`config.mk`:
```
export PLATFORM = sky130hd
export DESIGN_NAME = ring_monitor
export DESIGN_NICKNAME = d
export VERILOG_FILES = /design/src/rtl/ring_monitor.sv
export SDC_FILE = /design/constraint.sdc
export NUM_CORES = 1
export LEC_CHECK = 0
export ABC_AREA = 1
export CORE_UTILIZATION = 47
export CTS_BUF_LIST = sky130_fd_sc_hd__clkbuf_4
export DETAILED_ROUTE_END_ITERATION = 8
export PLACE_DENSITY_LB_ADDON = 0.12
export SLEW_MARGIN = 20
export SYNTH_ARGS = -nofsm -noshare
export SYNTH_HDL_FRONTEND = slang
export SYNTH_SLANG_ARGS = --single-unit
export TNS_END_PERCENT = 20
```
`constraint.sdc`:
```
create_clock -name clk_i -period 2.15 [get_ports clk_i]
set_clock_uncertainty 0.15 [all_clocks]
set_input_delay 0.215 -clock clk_i [delete_from_list [all_inputs] [get_ports clk_i]]
set_output_delay 0.215 -clock clk_i [all_outputs]
set_load 0.02 [all_outputs]
```
`src/rtl/ring_monitor.sv`:
```
// Observer for a one-hot ring counter: encodes the hot bit and checks one-hot integrity and single-step advance.
// Counts completed laps and errors. Define RING_MONITOR_STALL_EN to accept a repeated position as a legal stall.
module ring_monitor #(
    parameter int N     = 8,
    parameter int IDX_W = $clog2(N),
    parameter int LAP_W = 16,
    parameter int ERR_W = 8
) (
    input  logic             clk_i,
    input  logic             sys_rst_i,
    input  logic [N-1:0]     ring_i,
    input  logic             clr_err_i,
    output logic [IDX_W-1:0] idx_o,
    output logic             idx_valid_o,
    output logic             lap_o,
    output logic [LAP_W-1:0] lap_cnt_o,
    output logic             err_onehot_o,
    output logic             err_seq_o,
    output logic             err_sticky_o,
    output logic [ERR_W-1:0] err_cnt_o
);

    typedef enum logic {
        IDLE  = 1'b0,
        TRACK = 1'b1
    } state_t;

    state_t           state_q, state_d;
    logic [IDX_W-1:0] idx_q, idx_d;
    logic             idx_valid_q, idx_valid_d;
    logic             lap_q, lap_d;
    logic [LAP_W-1:0] lap_cnt_q, lap_cnt_d;
    logic             err_onehot_q, err_onehot_d;
    logic             err_seq_q, err_seq_d;
    logic             err_sticky_q, err_sticky_d;
    logic [ERR_W-1:0] err_cnt_q, err_cnt_d;

    logic             onehot_ok;
    logic [IDX_W-1:0] enc_idx;
    logic [IDX_W-1:0] next_idx;
    logic             stall_ok;
    logic             any_err;
    logic [ERR_W-1:0] err_base;

    // Exactly one bit set: nonzero and clearing the lowest set bit leaves nothing.
    assign onehot_ok = (ring_i != '0) && ((ring_i & (ring_i - N'(1))) == '0);
    assign next_idx  = (idx_q == IDX_W'(N - 1)) ? '0 : idx_q + IDX_W'(1);

`ifdef RING_MONITOR_STALL_EN
    assign stall_ok = (enc_idx == idx_q);
`else
    assign stall_ok = 1'b0;
`endif

    always_comb begin
        enc_idx = '0;
        for (int i = 0; i < N; i++) begin
            if (ring_i[i]) enc_idx = IDX_W'(i);
        end
    end

    // State register
    always_ff @(posedge clk_i) begin
        if (sys_rst_i) state_q <= IDLE;
        else           state_q <= state_d;
    end

    // Next-state logic
    always_comb begin
        state_d = state_q;
        case (state_q)
            IDLE:    if (onehot_ok)  state_d = TRACK;
            TRACK:   if (!onehot_ok) state_d = IDLE;
            default: state_d = IDLE;
        endcase
    end

    // Output / datapath next values
    always_comb begin
        idx_d        = idx_q;
        idx_valid_d  = idx_valid_q;
        lap_d        = 1'b0;
        lap_cnt_d    = lap_cnt_q;
        err_onehot_d = 1'b0;
        err_seq_d    = 1'b0;
        case (state_q)
            IDLE: begin
                if (onehot_ok) begin
                    idx_d       = enc_idx;
                    idx_valid_d = 1'b1;
                end else begin
                    err_onehot_d = 1'b1;
                end
            end
            TRACK: begin
                if (!onehot_ok) begin
                    err_onehot_d = 1'b1;
                    idx_valid_d  = 1'b0;
                end else if (enc_idx == next_idx) begin
                    idx_d = enc_idx;
                    if (enc_idx == '0) begin
                        lap_d     = 1'b1;
                        lap_cnt_d = lap_cnt_q + LAP_W'(1);
                    end
                end else if (!stall_ok) begin
                    err_seq_d = 1'b1;
                    idx_d     = enc_idx;
                end
            end
            default: ;
        endcase

        // An error in the same cycle as a clear wins over the clear.
        any_err      = err_onehot_d | err_seq_d;
        err_base     = clr_err_i ? '0 : err_cnt_q;
        err_cnt_d    = (any_err && (err_base != '1)) ? err_base + ERR_W'(1) : err_base;
        err_sticky_d = any_err | (err_sticky_q & ~clr_err_i);
    end

    always_ff @(posedge clk_i) begin
        if (sys_rst_i) begin
            idx_q        <= '0;
            idx_valid_q  <= 1'b0;
            lap_q        <= 1'b0;
            lap_cnt_q    <= '0;
            err_onehot_q <= 1'b0;
            err_seq_q    <= 1'b0;
            err_sticky_q <= 1'b0;
            err_cnt_q    <= '0;
        end else begin
            idx_q        <= idx_d;
            idx_valid_q  <= idx_valid_d;
            lap_q        <= lap_d;
            lap_cnt_q    <= lap_cnt_d;
            err_onehot_q <= err_onehot_d;
            err_seq_q    <= err_seq_d;
            err_sticky_q <= err_sticky_d;
            err_cnt_q    <= err_cnt_d;
        end
    end

    assign idx_o        = idx_q;
    assign idx_valid_o  = idx_valid_q;
    assign lap_o        = lap_q;
    assign lap_cnt_o    = lap_cnt_q;
    assign err_onehot_o = err_onehot_q;
    assign err_seq_o    = err_seq_q;
    assign err_sticky_o = err_sticky_q;
    assign err_cnt_o    = err_cnt_q;

endmodule

```
==> Word level (Yosys, flattened, before mapping) <==
Index checks and enable logic that the tools add are counted.
{ "totals": {"reg_bits": 33, "inputBits": 11, "out_inout_bits": 32} }
{ "classes": {"n_addsub": 4, "n_eq_ne": 5, "muxes": 20, "bitwise": 8, "reduce_logical": 8} }
{ "op_table": {"columns": ["op", "n"], "rows": [
  ["two-way mux 3 bit", 6],
  ["adder 16 x 1 -> 16 bit, second input constant", 1],
  ["two-way mux 8 bit", 2],
  ["two-way mux 1 bit", 9],
  ["adder 8 x 1 -> 8 bit, second input constant", 1],
  ["AND 8 bit", 1],
  ["logical NOT 8 bit", 1],
  ["inequality test 8 bit, second input constant", 1],
  ["nonzero test 8 bit", 1],
  ["subtractor 8 x 1 -> 8 bit, second input constant", 1],
  ["two-way mux 2 bit", 2],
  ["inequality test 2 bit, second input constant", 2],
  ["inverter 1 bit", 4],
  ["AND reduction 4 bit", 1],
  ["OR reduction 4 bit", 1],
  ["adder 3 x 1 -> 3 bit, second input constant", 1],
  ["equality test 3 bit", 1],
  ["equality test 3 bit, second input constant", 1],
  ["logical NOT 3 bit", 1],
  ["logical AND 1 bit", 2],
  ["OR 1 bit", 2],
  ["case mux 1 bit (2 select lines)", 1],
  ["AND reduction 2 bit", 1],
  ["AND 1 bit", 1]
]} }

==> Depth between registers and ports, before layout <==
Gate-level depths: netlist of run 1.
{ "depth": {"depth_word": 14, "depth_mapped": 16, "mapped_depth_nobuf": 15} }

==> Least setup slack after synthesis of run 1 <==
Ideal clock, no wire load.
{ "synth_timing": {"path_type": "input-to-reg", "from": "in ring_i[3]", "to": "reg lap_cnt_q[5], in the netlist lap_cnt_o[5]", "t_arrival_ps": 1783, "required_time_ps": 1869, "path_slack_ps": 86, "stages": 16, "cell_sequence": "nor2_1 > nand2_1 > o21ai_1 > nand2_1 > o21ai_0 > nand2_1 > nor2_4 > ha_1 > nand2_1 > nor2_2 > nand3_2 > nor2_4 > inv_2 > buf_2 > nor3_2 > nor3_1"} }
{ "synth_via": {"word_cells_on_any_way": 13, "classes_between": "add/sub: 1; eq/ne: 1; mux: 5; bitwise: 1; reduce/logical: 5"} }
{ "synth_lines": {"columns": ["element", "line_no", "source"], "rows": [
  ["from (decl)", "11", "input logic [N-1:0] ring_i,"],
  ["subtractor 8 x 1 -> 8 bit", "46", "assign onehot_ok = (ring_i != '0) && ((ring_i & (ring_i - N'(1))) == '0);"],
  ["AND 8 bit", "46", null],
  ["logical NOT 8 bit", "46", null],
  ["logical AND 1 bit *", "46", null],
  ["named net onehot_ok", "38", "logic onehot_ok;"],
  ["AND reduction 4 bit (no line) *", null, null],
  ["to (signal assigned)", "134", "lap_cnt_q <= lap_cnt_d;"],
  ["to (decl)", "32", "logic [LAP_W-1:0] lap_cnt_q, lap_cnt_d;"]
]} }
Mark *: on every way through the listed nets, which the timed path passes. The rest lies on a longest branch.
A chain may end at the register's enable or synchronous reset.

==> Final worst setup path of run 1 <==
{ "layout_timing": {"from": "reg idx_q[0], in the netlist idx_o[0]", "to": "reg lap_cnt_q[10], in the netlist lap_cnt_o[10]"} }
{ "layout_via": {"elab_chain_cells": 4, "word_cells_on_any_way": 5, "classes_between": "add/sub: 1; eq/ne: 2; mux: 1; reduce/logical: 1"} }
{ "layout_lines": {"columns": ["element", "line_no", "source"], "rows": [
  ["from (decl)", "29", "logic [IDX_W-1:0] idx_q, idx_d;"],
  ["from (signal assigned)", "131", "idx_q <= idx_d;"],
  ["adder 3 x 1 -> 3 bit / equality test 3 bit (equally long branches)", "47", "assign next_idx = (idx_q == IDX_W'(N - 1)) ? '0 : idx_q + IDX_W'(1);"],
  ["two-way mux 3 bit *", "47", null],
  ["equality test 3 bit *", "99", "end else if (enc_idx == next_idx) begin"],
  ["AND reduction 4 bit (no line) *", null, null]
]} }
Mark *: on every way between the ends. The rest lies on a longest branch, timed or not.

==> results of run 1 <==
registers in the layout (all words and copies together), names as in the netlist:
signal        count
idx_o             3
lap_o             1
idx_valid_o       1
lap_cnt_o        16
err_onehot_o      1
err_sticky_o      1
err_cnt_o         8
err_seq_o         1
state_q           1
layout make-up:
| cell class | count | share of cell area (%) |
|---|---|---|
| multi-input combinational | 198 | 42.3 |
| sequential | 33 | 25.7 |
| timing repair buffer | 61 | 22.4 |
| inverter | 36 | 5.35 |
| tap | 48 | 2.33 |
| clock buffer | 6 | 1.75 |
| clock inverter | 1 | 0.146 |
metal layers:
layer  up-vias  GRT usage [%]
met5         -              0
met4         0           10.6
met3         5           3.47
met2        51           38.5
met1       829           27.3
li1        996              -
layout by cell type, fill, tap and decap left out, drive strengths merged, types with 2 or more instances in the layout:
master,count
nand2,69
inv,36
ha,5
xnor2,7
clkbuf,8
o21ai,16
clkdlybuf4s15,3
nor2,30
dlymetal6s2s,2
a21oi,23
buf,19
xor2,7
clkdlybuf4s50,34
dfxtp,33
nand3,21
nor3,14
power breakdown:
part / switching, mW / internal, mW / total [mW]
clock: 0.202 / 0.131 / 0.333
sequential: 0.00341 / 0.617 / 0.620
combinational: 0.0665 / 0.0548 / 0.121
worst max-delay path: cells and delay by family, from the launching register on:
kind	cells	cell delay [ns]
xor+xnor	1	0.17
flops	1	0.35
simple gates	4	0.53
buf+inv	1	0.16
fa+ha+maj	2	0.53
metrics by stage:
step | util [%] | total power, mW | std cells
floorplan | - | 0.697 | 274
global placement | 65.0 | 0.750 | 373
detailed placement | 65.0 | 0.752 | 373
CTS | 66.6 | 1.08 | 381
global route | 68.2 | 1.13 | 383
finish | 68.2 | 1.07 | 383
cells by family after synthesis:
kind of cell | Yosys count
buffers and inverters | 43
and+or+nand+nor | 139
adders and majority gates | 5
DFF | 33
xor gates and xnor gates | 14
AOI/OAI and AO/OA | 40
timing repair:
action / CTS / global route
setup buffers: 1 / 2
pin swaps: 5 / 14
setup endpoints to repair: 15 / 23
gates cloned: 0 / 0
hold buffers: 0 / 0
gates resized for setup: 10 / 20
how the worst min path moves through the flow:
stage | depth (start not counted) | endpoint | start
2_1_floorplan | 4 | idx_o[1] | ring_i[7]
3_3_place_gp | 2 | idx_o[1] | idx_o[1]
3_5_place_dp | 2 | idx_o[1] | idx_o[1]
4_1_cts | 6 | idx_o[1] | ring_i[4]
5_1_grt | 6 | idx_o[1] | ring_i[4]
6_report | 6 | idx_o[1] | ring_i[4]
==> impl_results.md, run 1 <==
* Max_cap viols at 0
* DP Worst Slack at -0.443 ns
* Reg area at 661 um2
* Setup Total Neg Slack at 0 ns
* Synth cell types at 31
* Syn Area/Cell at 6.94 um2
* XOR/XNOR Fraction of Synth Area at 6.85%
* Yosys Warn Count at 0
* Worst hold path class: input pin to flop
* Layout Nets at 351
* Largest net degree at the start of global routing at 19
* # clock sinks at 33
* Compound-Gate Fraction of Synth Area at 10.6%
* CP cell instances: ha_1 -> ha_1 -> xnor2_2 -> nand3_2 -> nor2_4 -> buf_6 -> and3_2 -> nor3_1
* # DRC at 0
* Largest area contributor in the netlist: dfxtp_1
* IO Port Bufs at 42
* Mux contribution to synthesized area at 0%
* CTS tree: built
* Seq/Total Area, Yosys at 34.8%
* Routed via count at 1881
* GR Util All Layers at 22.5%
* Fill count at 338
* Final hold violations at 0
* Initial core utilization at 50.4%
* Post-Route M1 WL at 1.94 mm
* First-pass GRT wire length at roughly 7.5 mm
* Design Area, Final at 2570 um2
* Initial DRC count at 160
* Area of the multi-input gates at 1090 um2
* Ys async rst share at 0%
* Slew margin rel. at 68.8%
* Slowest-stage cell, CP: dfxtp_1
* Layout overhead on the synthesized area at 35.4%
* Largest family of logic cells by synthesized area: simple AND/OR/NAND/NOR gates
* Main synth FF type: dfxtp_1
* Pleak at 1.05 nW
* Die W at 65.6 um
* Reg2Reg Setup Slack at approximately 0.14 ns
* Std-Cell Rows at 22
* Worst setup margin at between 0.1 and 0.15 ns
* HPWL Detailed at 3.22 mm
* Worst-margin pin slew at 0.464 ns
* Ports at 43
* Die Y at roughly 66 um
* Crit path kind: flop to flop
* Most frequent cell after synthesis: nand2_1
* Most frequent CP cell: ha_1
* R2R Path Start: idx_o[0]
* Antenna viol nets, final at 0
* Peak supply drop at 261 uV
* Share of cells above drive strength 1 at 17.3%
* Number of global-route vias before repair at roughly 1800
* Num CTS Buffers at 5
* Worst path required time at 2.23 ns
* Crit path arrival time at 2.08 ns
* Worst-skew pair later-pin latency at about 0.33 ns
* Worst R2R End: lap_cnt_o[10]
* Die area at approximately 4300 um2
* Post-DR vias/cell at 4.91
* Clock tree buffer depth at 2
* Post-synth top area share at 34.8%
* Total congestion overflow at 0
* Drt first pass iters at 4
* Post-Syn Area at 1900 um2
* Fmax at 498 MHz
* Simple-gate share of the synthesized area at 34.7%
* Worst-path clk slew at 0.10 ns
* Power Density at ~420 nW/um2
* Routed length per instance at 11.2 um
* Post-Place Cell Area at 2450 um2
* Core ar. at around 3800 um2
* Outcome: finished, final reports clean
* Final Max Tran Viols at 0
* Initial antenna violation count at 0
* Cells after synthesis at 274
* CTS root buffer: clkbuf_4
* Flops & latches, synth at 33
* Critical Path Sink: lap_cnt_o[10]
* Number of flops mapped to enable cells by yosys at 0
* Critical path peak fanout at 7
* Area contributors post-synth: dfxtp_1 35%, nand2_1 13%, inv_1 6.3%, a21oi_1 6.1%, nand3_1 4.7%
* WL met2 at 2.11 mm
* Htree depth at 2
* Max incr delay on CP at between 0.3 and 0.4 ns
* Total wire length at about 4.3 mm
* R2r worst-path depth at 8
* Highest signal layer in the routed design: met4
* Hold WS at 0.173 ns
* CP Launch Point: idx_o[0]
* Mapped Nets at 290
* Synth Area in Adders at roughly 3.3%
* GPL Wtd Cong at approximately 0.85
* Final setup violation count at 0
* Worst Setup Start Kind: flop
* Crit share post-route at 93.4%
* Post-layout min period at 2.01 ns
* Crit end category: flop
* Top post-synthesis cells by count: 64 x nand2_1, 33 x dfxtp_1, 32 x inv_1
* Antenna cell count at 0
* Met3 wire len at 173 um
(Power assumes the default switching activity.)
==> run 2: changes to the inputs <==
--- a/config.mk
+++ b/config.mk
@@ -6,6 +6,7 @@
 export NUM_CORES = 1
 export LEC_CHECK = 0
 export ABC_AREA = 1
+export CORE_MARGIN = 2
 export CORE_UTILIZATION = 47
 export CTS_BUF_LIST = sky130_fd_sc_hd__clkbuf_4
 export DETAILED_ROUTE_END_ITERATION = 8
==> impl_results.md, run 2 (synthesized netlist as in run 1, its figures left out) <==
* Crit path kind: input pin to flop
* Final Max Tran Viols at 0 (unchanged)
* Worst hold path class: input pin to flop
* Pleak at 1.05 nW (+0.30%)
* Max reg flops at 16 (unchanged)
* Layout Nets at 355 (+1.1%)
* Hold buffers post-CTS at 0 (unchanged)
* Max incr delay on CP at 0.25 ns (-0.10 ns)
* DP Worst Slack at -0.504 ns (-0.0611 ns)
* Peak supply drop at 235 uV (-10%)
* Die area at 4570 um2 (+6.2%)
* Antenna viol nets, final at 0 (unchanged)
* Leading cell type in the layout, fill and taps excluded: nand2_1
* CP cell instances: dlygate4sd2_1 -> nor2_2 -> nand2_2 -> o21ai_1 -> nand2_1 -> nor2_4 -> ha_4 -> nand2_1 -> nor2_2 -> nand3_2 -> nor2_4 -> buf_12 -> nand2_2 -> o21ai_2 -> a21oi_1
* Total congestion overflow at 0 (unchanged)
* # DRC at 0 (unchanged)
* Max_cap viols at 0 (unchanged)
* Htree depth at 2 (unchanged)
* Worst-margin pin slew at 0.429 ns (-0.0353 ns)
* Worst-skew pair later-pin latency at 0.33 ns (about the same)
* Total wire length at 4.51 mm (+5.2%)
* GPL Wtd Cong at 0.879 (+3.2%)
* Slew margin rel. at 71.2% (+2.4 points)
* Fmax at 488 MHz (-2.1%)
* Worst path required time at 2.23 ns (about the same)
* Crit path arrival time at 2.13 ns (+0.05 ns)
* Clock tree buffer depth at 2 (unchanged)
* DP Cell Count at 378 (+1.3%)
* CTS tree: built
* Post-route insts no fill at 390 (+1.8%)
* Post-DR vias/cell at 4.97 (+1.3%)
* Post-layout min period at 2.05 ns (+0.0434 ns)
* Antenna cell count at 0 (unchanged)
* CTS root buffer: clkbuf_4
* Share of cells above drive strength 1 at 19.1% (+1.8 points)
* Routed length per instance at 11.6 um (+3.3%)
* Commonest cells after routing, fill and taps aside: 61 x nand2_1, 34 x clkdlybuf4s50_1, 33 x dfxtp_1, 31 x inv_1, 23 x nor2_1
* Die Y at 67.6 um (+3.0%)
* Largest net degree at the start of global routing at 19 (unchanged)
* Layout overhead on the synthesized area at 37.9%
* Worst Setup Start Kind: input pin
* HPWL Detailed at 3.36 mm (+4.3%)
* # clock sinks at 33 (unchanged)
* Num CTS Buffers at 5 (unchanged)
* Power Density at 410 nW/um2 (-1.8%)
* Initial DRC count at 97 (-39%)
* Core ar. at 3940 um2 (+4.5%)
* IO Port Bufs at 42 (unchanged)
* First-pass GRT wire length at 7.40 mm (-1.2%)
* Die W at 67.6 um (+3.0%)
* Drt first pass iters at 4 (unchanged)
* Std-Cell Rows at 23 (+4.5%)
* Routed via count at 1940 (+3.1%)
* Worst-path clk slew at 0.11 ns (about the same)
* Crit share post-route at 95.4% (+2.0 points)
* Slowest-stage cell, CP: dlygate4sd2_1
* Final setup violation count at 0 (unchanged)
* Ports at 43 (unchanged)
* Number of global-route vias before repair at 1825 (+2.9%)
* Critical path peak fanout at 7 (unchanged)
* Initial core utilization at 48.2% (-2.2 points)
* GR Util All Layers at 21.4% (-1.1 points)
* Final hold violations at 0 (unchanged)
* Outcome: finished, final reports clean
* Crit end category: flop
* Worst setup margin at 0.0992 ns (-0.0434 ns)
* Initial antenna violation count at 0 (unchanged)
-- run 2: cell types whose count changed in the layout (fill, tap and decap cells not counted), moves of 2 or more --
cell,delta
buf_4,+5
dlygate4sd2_1,+4
o21ai_0,-4
buf_6,-2
clkdlybuf4s15_1,-2
dlymetal6s2s_1,-2
ha_4,+2
o21ai_1,+2
o21ai_2,+2
-- run 2: layout make-up --
class / instances / area, um2
Fill cell: 379 / 1320
Multi-Input combinational cell: 198 / 1110
Sequential cell: 33 / 661
Timing Repair Buffer: 65 / 602
Inverter: 36 / 138
Tap cell: 50 / 62.6
Clock buffer: 5 / 37.5
Clock inverter: 3 / 12.5
-- run 2: worst paths after layout --
check	from	slack (ns)	endpoint	cells after the start
max	ring_i[0]	0.1	lap_cnt_o[6]	15
min	ring_i[4]	0.19	idx_o[1]	6
max reg2reg	idx_o[0]	0.18	lap_cnt_o[6]	9
min reg2reg	idx_o[1]	0.34	idx_o[1]	2
-- run 2: power breakdown --
part,leakage (nW),internal [mW],total (mW),switching [mW]
clock,0.0300,0.118,0.331,0.213
sequential,0.267,0.617,0.621,0.00362
combinational,0.753,0.0554,0.124,0.0681
total,1.05,0.791,1.08,0.285
-- run 2: through the flow --
| stage | hold WS [ns] | power (mW) | util (%) | cell area [um2] | TNS, ns |
|---|---|---|---|---|---|
| floorplan | 0.282 | 0.697 | - | 1900 | 0 |
| global placement | 0.318 | 0.753 | 63.1 | 2490 | -5.50 |
| detailed placement | 0.324 | 0.755 | 63.1 | 2490 | -7.22 |
| CTS | 0.326 | 1.08 | 65.3 | 2570 | 0 |
| global route | 0.227 | 1.12 | 66.5 | 2620 | -0.275 |
| finish | 0.193 | 1.08 | 66.5 | 2620 | 0 |
-- run 2: critical path: cells and delay by family --
family,cells,cell delay [ns]
simple gates,9,1.07
compound gates,3,0.31
fa+ha+maj,1,0.13
buf+inv,2,0.40
-- run 2: layer usage --
| metal | global-route usage, % | wire, um | vias up |
|---|---|---|---|
| met5 | 0 | 0 | - |
| met4 | 10.7 | 111 | 0 |
| met3 | 3.83 | 172 | 12 |
| met2 | 37.6 | 2220 | 43 |
| met1 | 24.7 | 2010 | 877 |
| li1 | - | - | 1008 |
-- run 2: what timing repair did --
item | 4_1_cts | 5_1_grt
resized for setup | 13 | 20
setup buffers | 4 | 0
pin swaps | 7 | 14
cloned | 0 | 0
setup endpoints to repair | 14 | 23
